$ cat src/rtl/datamover_ctrl_slave_if.sv
// Peripheral-bus port bundle between the host-side initiator and the datamover control slave.
// The host drives the request fields; the slave returns the grant and a registered response.
interface datamover_ctrl_slave_if #(
    parameter int ID = 5
) ();
    logic          req;
    logic          gnt;
    logic [31:0]   add;
    logic          wen;
    logic [3:0]    be;
    logic [31:0]   data;
    logic [ID-1:0] id;
    logic [31:0]   r_data;
    logic          r_valid;
    logic [ID-1:0] r_id;

    modport master (
        output req, add, wen, be, data, id,
        input  gnt, r_data, r_valid, r_id
    );

    modport slave (
        input  req, add, wen, be, data, id,
        output gnt, r_data, r_valid, r_id
    );
endinterface

$ cat src/rtl/datamover_ctrl_slave.sv
// HWPE-style control slave for the datamover: acquire/commit/status/soft-clear decode,
// job register file, engine start/clear pulses and end-of-job events to the cores.
module datamover_ctrl_slave #(
    parameter int ID      = 5,
    parameter int N_CORES = 1,
    parameter int N_REGS  = 13
) (
    input  logic                   clk_i,
    input  logic                   rst_i,
    datamover_ctrl_slave_if.slave  periph,
    output logic [N_REGS*32-1:0]   cfg_o,
    output logic                   start_o,
    output logic                   clear_o,
    input  logic                   done_i,
    output logic                   busy_o,
    output logic [N_CORES-1:0]     evt_o
);

    typedef enum logic [1:0] {
        IDLE,
        ACQUIRED,
        RUNNING
    } state_e;

    localparam logic [7:0] ADDR_COMMIT  = 8'h00;
    localparam logic [7:0] ADDR_ACQUIRE = 8'h04;
    localparam logic [7:0] ADDR_STATUS  = 8'h0C;
    localparam logic [7:0] ADDR_CLEAR   = 8'h14;

    state_e        state_q, state_d;
    logic [3:0]    job_id_q;
    logic [31:0]   regs_q [N_REGS];

    logic          start_d, evt_d, clear_d;
    logic [31:0]   rdata_d;

    logic          start_q, clear_q, evt_q;
    logic          r_valid_q;
    logic [31:0]   r_data_q;
    logic [ID-1:0] r_id_q;

    // Address decode: only the low byte is significant.
    logic [7:0] addr;
    logic [3:0] job_idx;
    logic       job_hit;
    logic       acquire_rd, status_rd, commit_wr, clear_wr, job_rd, job_wr;
    logic       unused_addr;

    assign addr        = periph.add[7:0];
    assign unused_addr = ^periph.add[31:8];
    assign job_idx     = addr[5:2];
    assign job_hit     = (addr[7:6] == 2'b01) && (addr[1:0] == 2'b00) && (int'(job_idx) < N_REGS);

    assign acquire_rd = periph.req &&  periph.wen && (addr == ADDR_ACQUIRE);
    assign status_rd  = periph.req &&  periph.wen && (addr == ADDR_STATUS);
    assign commit_wr  = periph.req && !periph.wen && (addr == ADDR_COMMIT);
    assign clear_wr   = periph.req && !periph.wen && (addr == ADDR_CLEAR);
    assign job_rd     = periph.req &&  periph.wen && job_hit;
    // Job registers are frozen outside ACQUIRED so cfg_o cannot change under a running job.
    assign job_wr     = periph.req && !periph.wen && job_hit && (state_q == ACQUIRED);

    // NOTE: every always_comb output gets a default first, so no path can infer a latch.
    always_comb begin
        state_d = state_q;
        start_d = 1'b0;
        evt_d   = 1'b0;
        clear_d = 1'b0;
        rdata_d = '0;

        case (state_q)
            IDLE:     if (acquire_rd) state_d = ACQUIRED;
            ACQUIRED: if (commit_wr) begin
                          state_d = RUNNING;
                          start_d = 1'b1;
                      end
            RUNNING:  if (done_i) begin
                          state_d = IDLE;
                          evt_d   = 1'b1;
                      end
            default:  state_d = IDLE;
        endcase

        // Soft clear overrides any concurrent commit or end-of-job.
        if (clear_wr) begin
            state_d = IDLE;
            start_d = 1'b0;
            evt_d   = 1'b0;
            clear_d = 1'b1;
        end

        if (acquire_rd) begin
            rdata_d = (state_q == IDLE) ? {28'b0, job_id_q} : 32'hFFFF_FFFF;
        end else if (status_rd) begin
            rdata_d = {31'b0, (state_q == RUNNING)};
        end else if (job_rd) begin
            rdata_d = regs_q[job_idx];
        end
    end

    // NOTE: sequential state is assigned with <= so all registers update from pre-edge values.
    always_ff @(posedge clk_i) begin
        if (rst_i) begin
            state_q <= IDLE;
        end else begin
            state_q <= state_d;
        end
    end

    // NOTE: the job register file is reset because its contents are visible on cfg_o and
    // soft clear must zero it anyway; this is a flop array, not a RAM macro.
    always_ff @(posedge clk_i) begin
        if (rst_i || clear_d) begin
            for (int i = 0; i < N_REGS; i++) regs_q[i] <= '0;
            job_id_q <= '0;
        end else begin
            if (job_wr) begin
                for (int b = 0; b < 4; b++) begin
                    if (periph.be[b]) regs_q[job_idx][8*b +: 8] <= periph.data[8*b +: 8];
                end
            end
            if (evt_d) job_id_q <= job_id_q + 4'd1;
        end
    end

    always_ff @(posedge clk_i) begin
        if (rst_i) begin
            start_q   <= 1'b0;
            clear_q   <= 1'b0;
            evt_q     <= 1'b0;
            r_valid_q <= 1'b0;
            r_data_q  <= '0;
            r_id_q    <= '0;
        end else begin
            start_q   <= start_d;
            clear_q   <= clear_d;
            evt_q     <= evt_d;
            r_valid_q <= periph.req;
            r_data_q  <= rdata_d;
            if (periph.req) r_id_q <= periph.id;
        end
    end

    assign periph.gnt     = periph.req;
    assign periph.r_valid = r_valid_q;
    assign periph.r_data  = r_data_q;
    assign periph.r_id    = r_id_q;

    for (genvar g = 0; g < N_REGS; g++) begin : g_cfg
        assign cfg_o[g*32 +: 32] = regs_q[g];
    end

    assign start_o = start_q;
    assign clear_o = clear_q;
    assign busy_o  = (state_q == RUNNING);
    assign evt_o   = {N_CORES{evt_q}};

endmodule

$ cat src/flat_wrapper.sv
// flat-port wrapper written by rule: the top's interface ports become plain ports
module datamover_ctrl_slave_flat 
#(
    parameter int ID      = 5,
    parameter int N_CORES = 1,
    parameter int N_REGS  = 13
)
  (clk_i, rst_i, cfg_o, start_o, clear_o, done_i, busy_o, evt_o, periph_req, periph_add, periph_wen, periph_be, periph_data, periph_id, periph_gnt, periph_r_data, periph_r_valid, periph_r_id);
  datamover_ctrl_slave_if #(.ID(ID)) periph_i ();
  input  logic clk_i;
  input  logic rst_i;
  output logic [N_REGS*32-1:0] cfg_o;
  output logic start_o;
  output logic clear_o;
  input  logic done_i;
  output logic busy_o;
  output logic [N_CORES-1:0] evt_o;
  input wire logic [$bits(periph_i.req)-1:0] periph_req;
  input wire logic [$bits(periph_i.add)-1:0] periph_add;
  input wire logic [$bits(periph_i.wen)-1:0] periph_wen;
  input wire logic [$bits(periph_i.be)-1:0] periph_be;
  input wire logic [$bits(periph_i.data)-1:0] periph_data;
  input wire logic [$bits(periph_i.id)-1:0] periph_id;
  output wire logic [$bits(periph_i.gnt)-1:0] periph_gnt;
  output wire logic [$bits(periph_i.r_data)-1:0] periph_r_data;
  output wire logic [$bits(periph_i.r_valid)-1:0] periph_r_valid;
  output wire logic [$bits(periph_i.r_id)-1:0] periph_r_id;
  assign periph_i.req = periph_req;
  assign periph_i.add = periph_add;
  assign periph_i.wen = periph_wen;
  assign periph_i.be = periph_be;
  assign periph_i.data = periph_data;
  assign periph_i.id = periph_id;
  assign periph_gnt = periph_i.gnt;
  assign periph_r_data = periph_i.r_data;
  assign periph_r_valid = periph_i.r_valid;
  assign periph_r_id = periph_i.r_id;
  datamover_ctrl_slave #(.ID(ID), .N_CORES(N_CORES), .N_REGS(N_REGS)) u_core (.clk_i(clk_i), .rst_i(rst_i), .periph(periph_i), .cfg_o(cfg_o), .start_o(start_o), .clear_o(clear_o), .done_i(done_i), .busy_o(busy_o), .evt_o(evt_o));
endmodule
$ cat config.mk
export PLATFORM = sky130hd
export DESIGN_NAME = datamover_ctrl_slave_flat
export DESIGN_NICKNAME = d
export VERILOG_FILES = /design/src/rtl/datamover_ctrl_slave_if.sv /design/src/rtl/datamover_ctrl_slave.sv /design/src/flat_wrapper.sv
export SDC_FILE = /design/constraint.sdc
export NUM_CORES = 1
export LEC_CHECK = 0
export ABC_AREA = 0
export CAP_MARGIN = 0
export CORE_UTILIZATION = 34
export DETAILED_ROUTE_END_ITERATION = 6
export GPL_TIMING_DRIVEN = 0
export PLACE_DENSITY_LB_ADDON = 0.25
export SYNTH_ARGS = -nofsm -noshare
export SYNTH_HDL_FRONTEND = slang
export SYNTH_SLANG_ARGS = --single-unit
$ cat constraint.sdc
create_clock -name clk_i -period 4.6 [get_ports clk_i]
set_clock_uncertainty 0.2 [all_clocks]
set_input_delay 0.92 -clock clk_i [delete_from_list [all_inputs] [get_ports clk_i]]
set_output_delay 0.92 -clock clk_i [all_outputs]
set_load 0.01 [all_outputs]
Yosys cells after proc, flatten, opt, wreduce, memory -nomap -nowiden --
Memories as Yosys holds them, arrays and structs flattened. Cells that the tools add are included.
Storage, ports and cells: bits in registers 47, word-level logic and storage cells 75, memories kept 1, bits of input ports 78, memory bits (writable) 416, output and inout bits 459
Operators by class: reductions and logical operators 20, bitwise gates (word level) 1, eq/ne operators 9, add/sub/neg operators 1, mux-type cells 34, order comparisons 1
Memory list:
- u_core.regs_q | depth 13, bits a word 32, read ports 14, clocked after Yosys merged registers in 0, wr ports 13, RTL line datamover_ctrl_slave.sv:32 | logic [31:0] regs_q [N_REGS];
Operators by type and width (count):
- 32-bit 2-to-1 mux | 5
- 32-bit OR reduction | 1
- 1-bit 2-to-1 mux | 23
- 1-bit logical AND | 11
- 8-bit by 3-bit equality test with 1-bit output, second input constant | 1
- 8-bit by 4-bit equality test with 1-bit output, second input constant | 1
- 8-bit by 5-bit equality test with 1-bit output, second input constant | 1
- 8-bit logical NOT | 1
- 4-bit 2-to-1 mux | 2
- 2-bit 2-to-1 mux | 3
- 2-bit case mux with 3 select lines | 1
- 4-bit by 1-bit adder with 4-bit output, second input constant | 1
- 2-bit by 1-bit equality test with 1-bit output, second input constant | 2
- 2-bit logical NOT | 2
- 4-bit less-than comparator, second input constant | 1
- 2-bit by 1-bit inequality test with 1-bit output, second input constant | 2
- 3-bit AND reduction | 1
- 3-bit OR reduction | 1
- 2-bit equality test, second input constant | 1
- 2-bit inequality test, second input constant | 1
- 2-bit OR reduction | 1
- 1-bit logical NOT | 1
- 1-bit logical OR | 1
- 1-bit inverter | 1

Longest topological paths before layout --
Gate-level depths: netlist of run 1.
word-level depth 10, depth in mapped cells 8, depth with buffers taken out 4

Worst setup path before layout of run 1 --
OpenSTA, ideal clock, no wires.
path kind in2reg, start point input port periph_req, end point memory u_core.regs_q[12][0] (enable), setup slack 1198 ps, stages 6, arrival time 2818 ps, setup time 384 ps, required time 4016 ps, cell sequence buf_6 > or4b_1 > buf_4 > nor4b_4 > nand4_4 > o21ai_0
RTL lines:
- start, declared | RTL line flat_wrapper.sv:18 | input wire logic [$bits(periph_i.req)-1:0] periph_req;
- end, declared | RTL line datamover_ctrl_slave.sv:32

==> impl_metrics.toml, run 1 <==
[pwr]
peakVddDrop_v = 0.000283
cellPowerDensity_nw_per_um2 = 368
p_switching_mw = 2.83
total_power_mw = 11.9
leakage_nw = 11.2
intPower_mw = 9.04
comb_power_share = 0.092
switching_share = 0.238
p_clk_frac = 0.414
p_seq_frac = 0.493

[synth]
netlist.area_leader.share = 0.657
ys_seq_area_frac = 0.697
synth-simple-area-share = 0.0998
synthXorXnorAreaFrac = 0.00113
synthAdderAreaFrac = 0.000536
yosys.cell_types.count = 50
synth_area_leaders = "edfxtp_1 (66%), mux4_2 (12%), nor2_1 (7.0%), dfxtp_1 (4.0%), mux2i_1 (1.8%)"
synthMuxAreaShare = 0.140
synth_compound_area_frac = 0.0338
avgSynthCellArea_um2 = 15.0
synth_top_family_by_area = "multiplexers"
synthCells = 1553
yosys_warnings = 0
synthArstFlopShare = 0
ys.flop_type = "edfxtp_1"
synth-edff-count = 510
synth_top_area_cell = "edfxtp_1"
ys_ff_latch = 557
mappedNetlistArea_um2 = 23300

[drt]
ant_nets = 0
routed_via_density = 5.52
dr_total_vias = 17600
dr_wl_met2_um = 48600
wire_per_inst_um = 31.8
drtIter0Drc = 1991
finalWirelength_um = 101000
wl_met1_um = 38600
top_layer_used = "met5"
drc_errors = 0
drt_first_pass_iters = 6
wl_met3_um = 10800

[final_layout]
ff_latch_area_um2 = 16300
multiInputGateArea_um2 = 6780
final_cell_mix = "edfxtp_1 (510), clkdlybuf4s50_1 (508), nor2_1 (432)"
fillers = 5951
area_growth_pct = 38.3
drive_gt1_frac = 0.135
nets = 2339
layout.cells.most_common = "edfxtp_1"
instances_no_fill = 3186
finalCoreUtilization = 0.478

[clocking]
postCtsHoldBufs = 0
cts.repair.resized = 0
cts_tree = "yes"
cts_max_level = 2
cts_setup_buffers = 0
ctsLongestPathBuffers = 3
clk_pin_slew_ns = 0.06
cts_made_buffers = 60
cts_root_buf = "clkbuf_16"
clock_latency_ns = 0.62
cts_sinks = 557

[timing]
finalCriticalPeriod_ns = 4.44
finalHoldViolCount = 0
maxSlewViolCount = 0
grt_setup_unrepaired = "false"
relSlewSlack = 0.109
hold_ws_ns = 0.289
clock.fmax_mhz = 225
final-setup-viol-count = 0
fin_tns_setup_ns = 0
tightest_slew_ns = 1.34
post-route-period-util = 0.966

[worst_setup_path]
cp-end-kind = "flip-flop"
r2r-end = "u_core.regs_q[3][15]"
slowest_delay_ns = 0.96
start_kind = "input pin"
r2r_start = "u_core.state_q[0]"
critPathKind = "in2reg"
rrSetupSlack_ns = 0.94
rr_worst_depth = 5
cp_max_fo = 10
cp_slowest_cell = "buf_1"
worstPathCellList = "buf_2 > buf_1 > buf_1 > nand4_4 > o21ai_1 > buf_6"
path_common_cell = "buf_1"
worst_ep_arrival_time_ns = 4.58
crit_required_ns = 4.73

[grt]
grt_pass1_vias = 17400
antenna_found_initial = 2
grt_max_degree = 16
overflow = 0
grt_pass1_wl_um = 137000
globalRouteTotalUtil = 0.285

[floorplan]
start_util = 0.345
fp.dieH_um = 264
fp.coreArea_um2 = 67500
dieArea_um2 = 69700
io_pins = 537
rows = 95
dieWidth_um = 264

[flow_run]
maxCapViolCount = 0

[placement]
routabilityCongestion = 0.891
place_inst = 3071
dp_hpwl_um = 76500
io_buffers = 508

[min_path]
hold_class = "reg2reg"
min_from = "u_core.periph.r_id[0]"
min_path_cells = 2
min_to = "u_core.periph.r_id[0]"

[status]
status = "complete, no violations"
cells in the mapped netlist (2+ instances only):
cell and number:
nor4b_1 3, buf_1 8, o211ai_1 29, mux4_2 127
and2_1 2, inv_1 6, nand4b_1 4, o21ai_0 53
nor2b_1 9, buf_2 22, nor2_1 432, o221ai_1 3
o311ai_0 3, nand4_1 3, nor3_2 3, clkbuf_1 100
nand2_1 66, nor4b_2 2, edfxtp_1 510, mux2i_1 41
a21o_1 11, nand2b_1 3, dfxtp_1 47, nand3_1 12
nor3_1 4, xor2_1 2, buf_4 3, buf_6 7
a22oi_1 17
flip-flops by register name (all words and copies together), names as in the netlist:
register and count:
u_core.periph.r_valid 1, u_core.periph.r_data 32, u_core.state_q 2, u_core.evt_o 1, u_core.regs_q 510, u_core.periph.r_id 5, u_core.start_o 1, u_core.job_id_q 4
u_core.clear_o 1
power by group through the flow:
stage | combinational, mW | sequential (mW) | clock (mW)
global route | 1.14 | 5.86 | 5.13
finish | 1.10 | 5.85 | 4.92
global placement | 1.04 | 5.96 | 0
detailed placement | 1.09 | 5.96 | 0
CTS | 1.09 | 5.85 | 4.96
floorplan | 0.418 | 5.96 | 0
area by class of cell:
| class | instances | area share |
|---|---|---|
| antenna | 1 | 0.0000776 |
| clock buffer | 75 | 0.0499 |
| sequential | 557 | 0.504 |
| inverter | 6 | 0.000698 |
| tap | 873 | 0.0339 |
| timing repair buffer | 552 | 0.170 |
| multi-input combinational | 943 | 0.210 |
| clock inverter | 39 | 0.0117 |
| buffer | 140 | 0.0191 |
per-stage QoR:
stage / cell area [um^2] / setup slack [ns]
floorplan: 23700 / 1.20
global placement: 29900 / -1.33
detailed placement: 30300 / -0.461
CTS: 32300 / 0.207
global route: 32300 / 0.206
finish: 32300 / 0.156
cell families (layout without fill, tap and decap cells):
| group | count (synthesis) | in the layout |
|---|---|---|
| DFF | 557 | 557 |
| xor gates and xnor gates | 3 | 3 |
| other | 1 | 95 |
| muxes | 168 | 168 |
| and+or+nand+nor | 556 | 556 |
| AOI/OAI and AO/OA | 121 | 121 |
| adders and majority gates | 1 | 1 |
| buffers and inverters | 146 | 812 |
critical path, delay by kind of cell:
family | cells | cell delay [ns]
AOI/OAI and AO/OA | 1 | 0.80
and+or+nand+nor | 1 | 0.53
buffers and inverters | 4 | 2.30
worst max path at each step:
| stage | start | endpoint | cells past startpoint |
|---|---|---|---|
| detailed placement | periph_add[5] | u_core.regs_q[12][2] | 6 |
| finish | periph_add[5] | u_core.regs_q[12][0] | 6 |
| global placement | periph_add[5] | u_core.regs_q[12][14] | 5 |
| floorplan | periph_req | u_core.regs_q[12][0] | 6 |
| global route | periph_add[5] | u_core.regs_q[12][0] | 6 |
| CTS | periph_add[5] | u_core.regs_q[12][1] | 6 |
routing by layer:
layer,GRT usage,vias to the layer above
li1,-,7127
met1,0.369,8984
met2,0.471,1291
met3,0.0711,185
met4,0.0863,2
met5,0,-
Power figures use the tool's default switching activity.
==> run 2, diff against run 1 <==
- HOLD_SLACK_MARGIN: default -> 0.02
- PLACE_DENSITY: default -> 0.56
- PLACE_DENSITY_LB_ADDON: 0.25 -> default
- clock period: 4.6 -> 5.1 ns (I/O delays scaled with it)
==> run 2 against run 1 <==
  * Critical path depth did not move
  * Combinational power shrank 11%
  * Worst setup slack gained 0.28 ns
  * Design area is 0.12% higher
  * Critical endpoint is now u_core.regs_q[9][13]
  * Die area unchanged
  * Sequential share of layout area down 0.059 points
  * Non-clock buffer count is 7 lower
  * Via count shrank 1.5%
  * Sequential power shrank 9.7%
  * Global-route usage about the same
  * Clock power is 5.7% lower
==> impl_metrics.toml, run 2 (synthesis gave the netlist of run 1 again) <==
[status]
status = "complete, no violations"

[final_layout]
ff_latch_area_um2 = 16300
final_cell_mix = "edfxtp_1 (510), clkdlybuf4s50_1 (508), nor2_1 (432)"
regMostFlops = "u_core.regs_q"
multiInputGateArea_um2 = 6780
area_growth_pct = 38.4
largest_reg_flops = 510
finish.instance_area_um2 = 32300
fillers = 5969
diodes = 0
instances_no_fill = 3178
finalCoreUtilization = 0.478
drive_gt1_frac = 0.134
nets = 2332
layout.cells.most_common = "edfxtp_1"

[drt]
drc_errors = 0
drt_first_pass_iters = 6
wire_per_inst_um = 31.9
finalWirelength_um = 101000
ant_nets = 0
routed_via_density = 5.45
drtIter0Drc = 2169
dr_total_vias = 17300

[worst_setup_path]
crit_required_ns = 5.13
cp_max_fo = 10
rrSetupSlack_ns = 1.32
critPathKind = "in2reg"
worst_ep_arrival_time_ns = 4.70
start_kind = "input pin"
cp-end-kind = "flip-flop"

[timing]
post-route-period-util = 0.915
grt_setup_unrepaired = "false"
final-setup-viol-count = 0
finalCriticalPeriod_ns = 4.67
tightest_slew_ns = 1.35
maxSlewViolCount = 0
finalHoldViolCount = 0
relSlewSlack = 0.0903
clock.fmax_mhz = 214

[grt]
overflow = 0
antenna_found_initial = 1
grt_pass1_vias = 17200
globalRouteTotalUtil = 0.285
grt_pass1_wl_um = 136000
grt_max_degree = 16

[clocking]
clock_latency_ns = 0.62
ctsLongestPathBuffers = 3
clk_pin_slew_ns = 0.06
cts_root_buf = "clkbuf_16"
cts_tree = "yes"
cts_setup_buffers = 0
cts_made_buffers = 60
cts_sinks = 557
postCtsHoldBufs = 0
cts.repair.resized = 0
cts_max_level = 2

[flow_run]
maxCapViolCount = 0

[placement]
postPlaceCellArea_um2 = 30200
dp_hpwl_um = 76500
routabilityCongestion = 0.908
io_buffers = 508
place_inst = 3064

[pwr]
peakVddDrop_v = 0.000249
leakage_nw = 11.3
cellPowerDensity_nw_per_um2 = 337

[min_path]
hold_class = "reg2reg"

[floorplan]
rows = 95
fp.dieH_um = 264
dieWidth_um = 264
start_util = 0.345
io_pins = 537
fp.coreArea_um2 = 67500
dieArea_um2 = 69700
run 2: cell count changes in the layout (fill, tap and decap cells not counted), moves of 3 or more:
cell and change:
clkinvlp_4 -7, buf_4 -4, bufinv_16 +4, clkbuf_1 -3, buf_6 -3, clkinv_2 +5, clkinv_4 +3
run 2: path summary, 6_finish.rpt:
check | startpoint | to | cells past startpoint
setup / recovery | periph_add[4] | u_core.regs_q[9][13] | 6
hold / removal | u_core.periph.r_id[1] | u_core.periph.r_id[1] | 2
setup reg to reg | u_core.state_q[0] | u_core.regs_q[3][13] | 5
hold reg to reg | u_core.periph.r_id[1] | u_core.periph.r_id[1] | 2
run 2: where the power goes:
part	switching, mW	internal [mW]	leakage [nW]
registers	0.119	5.16	5.60
logic	0.537	0.445	4.64
clock network	1.88	2.76	1.03
total	2.54	8.36	11.3
run 2: worst max-delay path, cell delays in order:
cell	delay [ns]
clkdlybuf4s50_1	0.56
buf_2	0.29
nor2b_1	0.64
and2_1	0.28
nand3_1	0.59
o21ai_0	1.31
run 2: layout make-up:
class / instances / area share
Sequential cell: 557 / 0.503
Multi-Input combinational cell: 943 / 0.210
Timing Repair Buffer: 545 / 0.168
Clock buffer: 73 / 0.0499
Tap cell: 873 / 0.0338
Buffer: 140 / 0.0192
Clock inverter: 41 / 0.0148
Inverter: 6 / 0.000697
run 2: stage by stage:
step | hold slack [ns] | TNS [ns] | setup WS, ns | total power [mW]
finish | 0.297 | 0 | 0.434 | 10.9
global route | 0.340 | 0 | 0.501 | 11.2
CTS | 0.307 | 0 | 0.517 | 10.9
detailed placement | 0.292 | -1.85 | -0.132 | 6.35
global placement | 0.274 | -58.81 | -0.838 | 6.31
floorplan | 0.275 | 0 | 1.60 | 5.75
run 2: layer usage:
layer	wire (um)	global-route usage	vias up
li1	-	-	7134
met1	38500	0.362	8927
met2	49600	0.483	1126
met3	10500	0.0722	139
met4	2830	0.0783	2
met5	13	0	-
==> run 3, diff against run 2 <==
- CORE_UTILIZATION: 34 -> 30
- PLACE_DENSITY: 0.56 -> 0.52
- clock period: 5.1 -> 4 ns (I/O delays scaled with it)
==> run 3 against run 2 <==
  * The flow now finishes with violations (setup timing)
  * Non-clock buffer count is 10 higher
  * Clock-buffer cell count rose by 20
  * Largest power group unchanged
  * Critical endpoint is now u_core.regs_q[0][26]
  * Worst setup slack lost 0.45 ns
  * Register-to-register slack got worse by 0.83 ns
  * Design area up 1.3%
==> impl_metrics.toml, run 3 (synthesis gave the netlist of run 1 again) <==
[status]
status = "finished, violations left"
violations = "setup timing"

[pwr]
leakage_nw = 11.4
peakVddDrop_v = 0.000290
cellPowerDensity_nw_per_um2 = 427
total_power_mw = 14.0

[grt]
overflow = 0
grt_max_degree = 13
globalRouteTotalUtil = 0.265
antenna_found_initial = 1
grt_pass1_wl_um = 142000
grt_pass1_vias = 17400

[worst_setup_path]
rrSetupSlack_ns = 0.49
cp_max_fo = 10
critPathTopFamily = "simple AND/OR/NAND/NOR gates"
crit_required_ns = 4.11
cp_slowest_cell = "o21ai_1"
path_buf_inv = 4
cp-end-kind = "flip-flop"
critPathKind = "in2reg"
start_kind = "input pin"
slowest_delay_ns = 0.81
worst_ep_arrival_time_ns = 4.13
worstPathCellList = "clkdlybuf4s50_1 > nor4b_2 > and4b_1 > buf_2 > buf_4 > nand3_1 > o21ai_1 > buf_6"

[clocking]
cts_sinks = 557
cts_max_level = 3
cts_setup_buffers = 0
cts_tree = "yes"
clock_latency_ns = 0.59
clk_pin_slew_ns = 0.05
cts_made_buffers = 67
postCtsHoldBufs = 0
ctsLongestPathBuffers = 3
cts_root_buf = "clkbuf_16"

[floorplan]
fp.coreArea_um2 = 76500
dieWidth_um = 281
start_util = 0.305
fp.dieH_um = 281
rows = 101
io_pins = 537
dieArea_um2 = 78900

[timing]
finalHoldViolCount = 0
relSlewSlack = 0.0987
fin_tns_setup_ns = -0.0679
final-setup-viol-count = 4
finalCriticalPeriod_ns = 4.02
post-route-period-util = 1.00
clock.fmax_mhz = 249
tightest_slew_ns = 1.35
setup_slack_ns = -0.0196
grt_setup_unrepaired = "true"
maxSlewViolCount = 0

[final_layout]
nets = 2349
regMostFlops = "u_core.regs_q"
multiInputGateArea_um2 = 6900
area_growth_pct = 40.3
final_cell_mix = "edfxtp_1 (510), clkdlybuf4s50_1 (508), nor2_1 (432)"
finalCoreUtilization = 0.428
fillers = 7054
drive_gt1_frac = 0.148
layout.cells.most_common = "edfxtp_1"
ff_latch_area_um2 = 16300
largest_reg_flops = 510
instances_no_fill = 3355

[drt]
wire_per_inst_um = 31.5
drtIter0Drc = 2094
drt_first_pass_iters = 7
drc_errors = 0
routed_via_density = 5.17
ant_nets = 0
dr_total_vias = 17300
finalWirelength_um = 106000

[placement]
dp_hpwl_um = 80600
routabilityCongestion = 0.845
place_inst = 3231
io_buffers = 508
pre_cts_slack_ns = -1.11

[flow_run]
maxCapViolCount = 0

[min_path]
hold_class = "in2reg"
run 3: cell types whose count changed in the layout (fill, tap and decap cells not counted), moves of 2 or more:
cell       delta
clkbuf_8      +3
clkbuf_16     +7
clkinv_2      -7
clkbuf_1     +10
clkinv_4      -3
clkbuf_2      -2
buf_4        +10
clkinv_1      +3
inv_6         +2
o21ai_1      -24
bufinv_16     -7
o21ai_0       -2
o21ai_2      +25
run 3: final cells by class:
| type | instances | share of cell area |
|---|---|---|
| Multi-Input combinational cell | 943 | 0.211 |
| Clock buffer | 93 | 0.0570 |
| Timing Repair Buffer | 555 | 0.168 |
| Antenna cell | 1 | 0.0000765 |
| Clock inverter | 30 | 0.00772 |
| Buffer | 140 | 0.0193 |
| Inverter | 6 | 0.000688 |
| Tap cell | 1030 | 0.0394 |
| Sequential cell | 557 | 0.497 |
run 3: worst reg2reg max path, cell delays in order, from the launching register on:
cell      delay, ns
dfxtp_1        0.32
clkbuf_1       0.31
nand2b_1       0.21
nor3_1         0.43
nand3_1        0.71
o21ai_1        0.82
buf_6          0.23
run 3: where the power goes:
group          internal, mW  leakage, nW  total (mW)  switching, mW
combinational         0.579         4.74        1.27          0.695
sequential             6.58         5.60        6.73          0.154
clock                  3.47         1.04        5.96           2.49
run 3: repair_timing:
item,4_1_cts,5_1_grt
endpoints found under the hold margin,0,0
gates resized for setup,8,24
setup endpoints to repair,145,148
run 3: worst paths after layout:
kind | start | end | depth (start not counted)
max | periph_add[7] | u_core.regs_q[0][26] | 8
max reg2reg | u_core.state_q[0] | u_core.regs_q[0][26] | 6
min | periph_req | u_core.periph.r_valid | 2
min reg2reg | u_core.periph.r_id[2] | u_core.periph.r_id[2] | 2
run 3: per-stage QoR:
stage / hold WS, ns / area, um^2
final: 0.281 / 32700
after floorplan: 0.275 / 23700
after global routing: 0.266 / 32700
after detailed placement: 0.288 / 30500
after CTS: 0.251 / 32600
after global placement: 0.274 / 30000
run 3: metal layers:
layer,vias up,part of all wire,global-route usage
li1,7156,-,-
met1,9113,0.41,0.350
met2,953,0.49,0.441
met3,125,0.086,0.0578
met4,0,0.020,0.0640
met5,-,0,0
